File: src/rtl/riscv_pkg.sv
// Shared RV32I memory-access encodings and LSU state type.
package riscv_pkg;

  localparam logic [2:0] F3_B  = 3'b000;
  localparam logic [2:0] F3_H  = 3'b001;
  localparam logic [2:0] F3_W  = 3'b010;
  localparam logic [2:0] F3_BU = 3'b100;
  localparam logic [2:0] F3_HU = 3'b101;

  typedef enum logic [1:0] {
    IDLE     = 2'd0,
    REQ      = 2'd1,
    WAIT_RSP = 2'd2,
    DONE     = 2'd3
  } lsu_state_e;

endpackage

File: src/rtl/lsu_align.sv
// Combinational store lane/strobe generation and load byte/half extract with extension.
module lsu_align
  import riscv_pkg::*;
(
  input  logic [2:0]  st_funct3_i,
  input  logic [1:0]  st_off_i,
  input  logic [31:0] st_data_i,
  output logic [31:0] st_wdata_o,
  output logic [3:0]  st_wstrb_o,
  input  logic [2:0]  ld_funct3_i,
  input  logic [1:0]  ld_off_i,
  input  logic [31:0] ld_rdata_i,
  output logic [31:0] ld_data_o
);

  logic [15:0] ld_shift;

  always_comb begin
    st_wdata_o = '0;
    st_wstrb_o = '0;
    case (st_funct3_i)
      F3_B: begin
        st_wdata_o = {4{st_data_i[7:0]}};
        st_wstrb_o = 4'b0001 << st_off_i;
      end
      F3_H: begin
        st_wdata_o = {2{st_data_i[15:0]}};
        st_wstrb_o = 4'b0011 << st_off_i;
      end
      F3_W: begin
        st_wdata_o = st_data_i;
        st_wstrb_o = 4'b1111;
      end
      default: ;
    endcase
  end

  // Bring the addressed byte/half down to bit 0 before extending.
  assign ld_shift = 16'(ld_rdata_i >> {ld_off_i, 3'b000});

  always_comb begin
    ld_data_o = '0;
    case (ld_funct3_i)
      F3_B:    ld_data_o = {{24{ld_shift[7]}}, ld_shift[7:0]};
      F3_H:    ld_data_o = {{16{ld_shift[15]}}, ld_shift};
      F3_W:    ld_data_o = ld_rdata_i;
      F3_BU:   ld_data_o = {24'd0, ld_shift[7:0]};
      F3_HU:   ld_data_o = {16'd0, ld_shift};
      default: ;
    endcase
  end

endmodule

File: src/rtl/mem_stage_lsu.sv
// MEM-stage load/store unit: one bus request per memory op, stalls the pipe until done.
// Faults (misaligned/illegal) are reported combinationally in IDLE; timeouts in DONE.
module mem_stage_lsu
  import riscv_pkg::*;
#(
  parameter int TIMEOUT_CYCLES = 255,
  parameter int CNT_WIDTH      = 8
) (
  input  logic        clk,
  input  logic        reset_n,
  input  logic        mem_MemRead,
  input  logic        mem_MemWrite,
  input  logic [2:0]  mem_funct3,
  input  logic [31:0] mem_alu_result,
  input  logic [31:0] mem_write_data,
  output logic        dmem_req_valid,
  input  logic        dmem_req_ready,
  output logic        dmem_req_we,
  output logic [31:0] dmem_req_addr,
  output logic [31:0] dmem_req_wdata,
  output logic [3:0]  dmem_req_wstrb,
  input  logic        dmem_rsp_valid,
  input  logic [31:0] dmem_rsp_rdata,
  output logic        lsu_stall,
  output logic        lsu_load_valid,
  output logic [31:0] lsu_load_data,
  output logic        lsu_fault
);

  localparam logic [CNT_WIDTH-1:0] TO_LAST = CNT_WIDTH'(TIMEOUT_CYCLES - 1);

  lsu_state_e           state_q, state_d;
  logic [CNT_WIDTH-1:0] cnt_q, cnt_d;
  logic                 we_q, we_d;
  logic [31:0]          addr_q, addr_d;
  logic [31:0]          wdata_q, wdata_d;
  logic [3:0]           wstrb_q, wstrb_d;
  logic [2:0]           f3_q, f3_d;
  logic [1:0]           off_q, off_d;
  logic [31:0]          data_q, data_d;
  logic                 timeout_q, timeout_d;

  logic        access, is_load, illegal, misaligned, req_fault, issue;
  logic [31:0] st_wdata, ld_ext;
  logic [3:0]  st_wstrb;

  assign access     = mem_MemRead | mem_MemWrite;
  assign is_load    = mem_MemRead;
  assign illegal    = is_load ? (mem_funct3 == 3'b011 || mem_funct3[2:1] == 2'b11)
                              : (mem_funct3 > F3_W);
  assign misaligned = (mem_funct3[1:0] == 2'b01 && mem_alu_result[0]) ||
                      (mem_funct3[1:0] == 2'b10 && mem_alu_result[1:0] != 2'b00);
  assign req_fault  = access && (illegal || misaligned);
  assign issue      = access && !(illegal || misaligned);

  lsu_align u_align (
    .st_funct3_i (mem_funct3),
    .st_off_i    (mem_alu_result[1:0]),
    .st_data_i   (mem_write_data),
    .st_wdata_o  (st_wdata),
    .st_wstrb_o  (st_wstrb),
    .ld_funct3_i (f3_q),
    .ld_off_i    (off_q),
    .ld_rdata_i  (dmem_rsp_rdata),
    .ld_data_o   (ld_ext)
  );

  always_comb begin
    state_d   = state_q;
    cnt_d     = cnt_q;
    we_d      = we_q;
    addr_d    = addr_q;
    wdata_d   = wdata_q;
    wstrb_d   = wstrb_q;
    f3_d      = f3_q;
    off_d     = off_q;
    data_d    = data_q;
    timeout_d = timeout_q;
    case (state_q)
      IDLE: begin
        if (issue) begin
          state_d   = REQ;
          we_d      = !is_load;
          addr_d    = {mem_alu_result[31:2], 2'b00};
          wdata_d   = is_load ? 32'd0 : st_wdata;
          wstrb_d   = is_load ? 4'd0 : st_wstrb;
          f3_d      = mem_funct3;
          off_d     = mem_alu_result[1:0];
          timeout_d = 1'b0;
        end
      end
      REQ: begin
        if (dmem_req_ready) begin
          state_d = we_q ? DONE : WAIT_RSP;
          cnt_d   = '0;
        end
      end
      WAIT_RSP: begin
        // A response arriving on the last allowed cycle still wins over the timeout.
        if (dmem_rsp_valid) begin
          data_d  = ld_ext;
          state_d = DONE;
        end else if (TIMEOUT_CYCLES != 0 && cnt_q == TO_LAST) begin
          data_d    = 32'd0;
          timeout_d = 1'b1;
          state_d   = DONE;
        end else begin
          cnt_d = cnt_q + 1'b1;
        end
      end
      DONE: begin
        state_d   = IDLE;
        timeout_d = 1'b0;
      end
      default: state_d = IDLE;
    endcase
  end

  always_ff @(posedge clk or negedge reset_n) begin
    if (!reset_n) begin
      state_q   <= IDLE;
      cnt_q     <= '0;
      we_q      <= 1'b0;
      addr_q    <= '0;
      wdata_q   <= '0;
      wstrb_q   <= '0;
      f3_q      <= '0;
      off_q     <= '0;
      data_q    <= '0;
      timeout_q <= 1'b0;
    end else begin
      state_q   <= state_d;
      cnt_q     <= cnt_d;
      we_q      <= we_d;
      addr_q    <= addr_d;
      wdata_q   <= wdata_d;
      wstrb_q   <= wstrb_d;
      f3_q      <= f3_d;
      off_q     <= off_d;
      data_q    <= data_d;
      timeout_q <= timeout_d;
    end
  end

  assign dmem_req_valid = (state_q == REQ);
  assign dmem_req_we    = we_q;
  assign dmem_req_addr  = addr_q;
  assign dmem_req_wdata = wdata_q;
  assign dmem_req_wstrb = wstrb_q;
  assign lsu_stall      = (state_q == IDLE && issue) || state_q == REQ || state_q == WAIT_RSP;
  assign lsu_load_valid = (state_q == DONE) && !we_q;
  assign lsu_load_data  = data_q;
  assign lsu_fault      = (state_q == IDLE && req_fault) || (state_q == DONE && timeout_q);

endmodule

File: config.mk
export PLATFORM = sky130hd
export DESIGN_NAME = mem_stage_lsu
export DESIGN_NICKNAME = d
export VERILOG_FILES = /design/src/rtl/riscv_pkg.sv /design/src/rtl/lsu_align.sv /design/src/rtl/mem_stage_lsu.sv
export SDC_FILE = /design/constraint.sdc
export NUM_CORES = 1
export LEC_CHECK = 0
export CAP_MARGIN = 30
export CORE_MARGIN = 1
export CORE_UTILIZATION = 49
export CTS_CLUSTER_DIAMETER = 50
export DETAILED_ROUTE_END_ITERATION = 8
export GPL_ROUTABILITY_DRIVEN = 1
export PLACE_DENSITY = 0.91
export SYNTH_ARGS = -nofsm -noshare
export SYNTH_HDL_FRONTEND = slang
export SYNTH_SLANG_ARGS = --single-unit
File: constraint.sdc
create_clock -name clk -period 4.9 [get_ports clk]
set_input_delay 0.49 -clock clk [delete_from_list [all_inputs] [get_ports clk]]
set_output_delay 0.49 -clock clk [all_outputs]
set_load 0.03 [all_outputs]
==> metrics.md <==
| Metric | Value |
|---|---|
| Total Neg Setup Slack | 0 ps |
| Hold Crit Class | reg -> reg |
| Layout area overhead | 47.38% |
| Clock net sink count | ~120 |
| Clock Latency Late Sink | between 400 and 500 ps |
| Maximum vdd drop | roughly 0.51 mV |
| Syn_area_per_cell | approximately 11 um^2 |
| Post-Synthesis Cells | around 540 |
| Vias in the first global route | 5,463 |
| P_leak | between 3 and 4 nW |
| Grt ovf | 0 |
| Routed length on met3 | 1.755 mm |
| # diodes | 0 |
| Final non-filler cell total | 890 |
| Port Buffer Count | slightly above 200 |
| Core Box Area | 11,560 um^2 |
| Wire per inst | just under 20 um |
| Count of standard-cell rows | 39 |
| Status | complete, but fails checks |
| Crit-path cells | clkdlybuf4s50_1, nand2_1, a31oi_2, buf_4, nor2_4, or3_1, clkdlybuf4s50_1 |
| Finished Cell Area | approximately 8700 um^2 |
| Top-level I/O count | 210 |
| Sequential-to-total area share from yosys stat | approximately 49% |
| Failing checks | DRC |
| GR Util All Layers | approximately 29% |
| Ys flop type | dfrtp_1 |
| Period Utilization, post-route | between 60 and 70% |
| Die ar. | about 12,000 um^2 |
| Initial antenna violation count | 0 |
| Die width | ~110 um |
| CP Buf/Inv Count | 3 |
| Initial Utilization | between 50% and 60% |
| Vias per cell | 5.962 |
| Cell count after placement | between 800 and 900 |
| Post-Place Setup Slack | 1802 ps |
| Worst-path clk slew | 50 ps |
| Final setup violation count | 0 |
| Num CTS Buffers | 17 |
| Clk_skew | ~6 ps |
| Crit-path max FO | 24 |
| Placed Area | about 8000 um^2 |
| Metal2 WL | slightly below 9 mm |
| Cts repair resizes | 0 |
| Yosys Warn Count | 0 |
| Fmax | 319.0 MHz |
| Setup ws final | ~1800 ps |
| Largest net degree at the start of global routing | 62 |
| Fin nets | around 850 |
| Slew Viols, Final | 0 |
| Worst slew pin tran | approximately 1000 ps |
| Die Height | 111.7 um |
| Final Hold Vio Count | 0 |
| DRT iter0 DRCs | between 300 and 400 |
| Library cells used by synthesis | 53 |
| Async SR Flop Fraction | 100.0% |
| Fillers | around 700 |
| Synth Register Bits | 115 |
| H-tree Lvls | 4 |
| Slowest stage delay, CP | approximately 600 ps |
| Crit path max-delay family | buffers and inverters |
| DR vias | 5,306 |
| Clock Path Buffers | 2 |
| Final antenna-violating net count | 0 |
| Final min period | about 3100 ps |
| Nature of the critical path endpoint | output port |
| CTS tree | built |
| DRC | 14 |
| Total wire length | between 15 and 20 mm |
| Critical Path Slowest Stage Cell | clkdlybuf4s50_1 |
| DP Wirelength | 12.41 mm |
| Critical path arrival | between 2000 and 3000 ps |
| Critical path class | in -> out |
| Share of cells above drive strength 1 | 12.72% |
| Max_slew headroom | around 30% |
| Top Layer Used | met4 |
| Post-synth EDFFs | 0 |
| Gpl congestion | 0.9187 |
| Most frequent cell on the critical path | clkdlybuf4s50_1 |
| Router iterations before antenna repair | 8 |
| CP required | approximately 4400 ps |
| First-pass GRT wire length | around 28 mm |
| Post-Syn Area | ~6000 um^2 |
| Critical path launch point type | input port |
| M1 wire length | ~6.6 mm |
| RSZ-0062 raised after global routing | no |
| Max Cap Viol | 0 |
| Clock Tree Root | clkbuf_16 |
| PwrDens | 643.5 nW/um^2 |
## flip-flops by register name (all words and copies together) (netlist names)
signal / flops
cnt_q: 8
dmem_req_addr: 30
dmem_req_wdata: 32
dmem_req_we: 1
dmem_req_wstrb: 4
f3_q: 3
lsu_load_data: 32
off_q: 2
state_q: 2
timeout_q: 1
## cell usage after synthesis (2+ instances only)
master     count  area (um^2)
nor2_1         6        22.52
inv_1         10        37.54
o211ai_1       7        52.55
nand2b_1      13        81.33
o2bb2ai_1     16        140.1
o31ai_1       10        75.07
o41ai_1        2        17.52
dfrtp_1      115         2878
nand2_1       66        247.7
clkbuf_1      16        60.06
buf_6          2        22.52
mux2_2        42        473.0
nand3_1        6        30.03
a21oi_1       28        140.1
o21ai_1        3        15.01
mux2_1        20        225.2
o22a_1         4        35.03
nor4_1         4        25.02
a22oi_1        7        52.55
a221o_1       16        160.2
nor2b_1       10        62.56
a32oi_1        7        61.31
a221oi_4       2        52.55
a2bb2oi_1      3        26.28
and3_1         2        12.51
nand4_1        2        12.51
a21o_1        20        150.1
mux2i_1       19        190.2
buf_4          8        60.06
nor3_2         2        20.02
buf_2          8        40.04
nor3_1         5        25.02
ha_1           7        87.58
or2_2          2        12.51
o21ai_0       26        130.1
buf_1          3        11.26
## metrics by stage
stage	power (mW)	hold WS (ps)	utilization, %
2_1_floorplan	3.171	194.4	-
3_3_place_gp	4.126	468.1	69.22
3_5_place_dp	4.228	431.2	69.46
4_1_cts	5.605	490.7	75.12
5_1_grt	5.828	510.4	75.12
6_report	5.590	488.5	75.12
## worst register-to-register path: cells and delay by family, from the launching register on
family,cells,cell delay (ps)
AND/OR/NAND/NOR,2,980
AO/OA/AOI/OAI,2,600
flip-flops,1,440
adder cells (fa/ha/maj),1,210
buffers and inverters,1,70
## worst paths after layout
| check | start | to | slack [ps] | cells past startpoint |
|---|---|---|---|---|
| max | mem_alu_result[0] | lsu_stall | 1760 | 7 |
| min | dmem_req_addr[28]$_DFFE_PN0P_ | dmem_req_addr[28]$_DFFE_PN0P_ | 490 | 1 |
| max reg2reg | cnt_q[0]$_DFFE_PN0P_ | lsu_load_data[31]$_DFFE_PN0P_ | 2540 | 6 |
| min reg2reg | dmem_req_addr[28]$_DFFE_PN0P_ | dmem_req_addr[28]$_DFFE_PN0P_ | 490 | 1 |
| max in group asynchronous | reset_n | dmem_req_wdata[23]$_DFFE_PN0P_ | 3600 | 3 |
| min in group asynchronous | reset_n | cnt_q[7]$_DFFE_PN0P_ | 540 | 2 |
## kinds of logic (layout without fill, tap and decap cells)
kind of cell	after synthesis	in the layout	share of synthesized area, %
flops	115	115	48.82
other cells	1	2	0.06362
buf+inv	49	259	4.054
compound gates	158	158	19.83
simple gates	124	124	10.42
fa+ha+maj	7	7	1.486
mux	82	82	15.33
## power breakdown
part           internal [mW]  switching (mW)
clock                  0.912           0.430
combinational           1.16            1.47
sequential              1.32           0.302
## cell usage in the layout (no fill, tap or decap), types with 8 or more instances in the layout
cell type | synthesis | routed
clkdlybuf4s50_1 | 0 | 206
mux2_1 | 20 | 20
mux2i_1 | 19 | 19
nand2b_1 | 13 | 13
a221o_1 | 16 | 16
nor2b_1 | 10 | 10
o2bb2ai_1 | 16 | 16
o21ai_0 | 26 | 26
buf_4 | 8 | 8
o31ai_1 | 10 | 10
clkbuf_16 | 0 | 17
a21oi_1 | 28 | 28
dfrtp_1 | 115 | 115
a21o_1 | 20 | 20
nand2_1 | 66 | 66
inv_1 | 10 | 10
mux2_2 | 42 | 42
## layer usage
metal / global-route usage [%] / up-vias
met1: 32.36 / 2587
met2: 49.32 / 287
met5: 0 / -
met3: 11.16 / 44
li1: - / 2388
met4: 13.33 / 0
## repair_timing
action | 4_1_cts | 5_1_grt
endpoints found under the hold margin | 24 | 0
hold buffers | 1 | 0
setup buffers | 0 | 0
## area by class of cell
type,instances,area [um^2],area share (%)
well taps,143,178.9,2.060
clock buffers,22,494.2,5.689
repair buffers,216,2160,24.86
flip-flops and latches,115,2878,33.13
clock inverters,9,150.1,1.728
multi-input cells,373,2781,32.02
inverters,12,45.04,0.5185
Note: power is estimated with default switching activity, not from simulation.
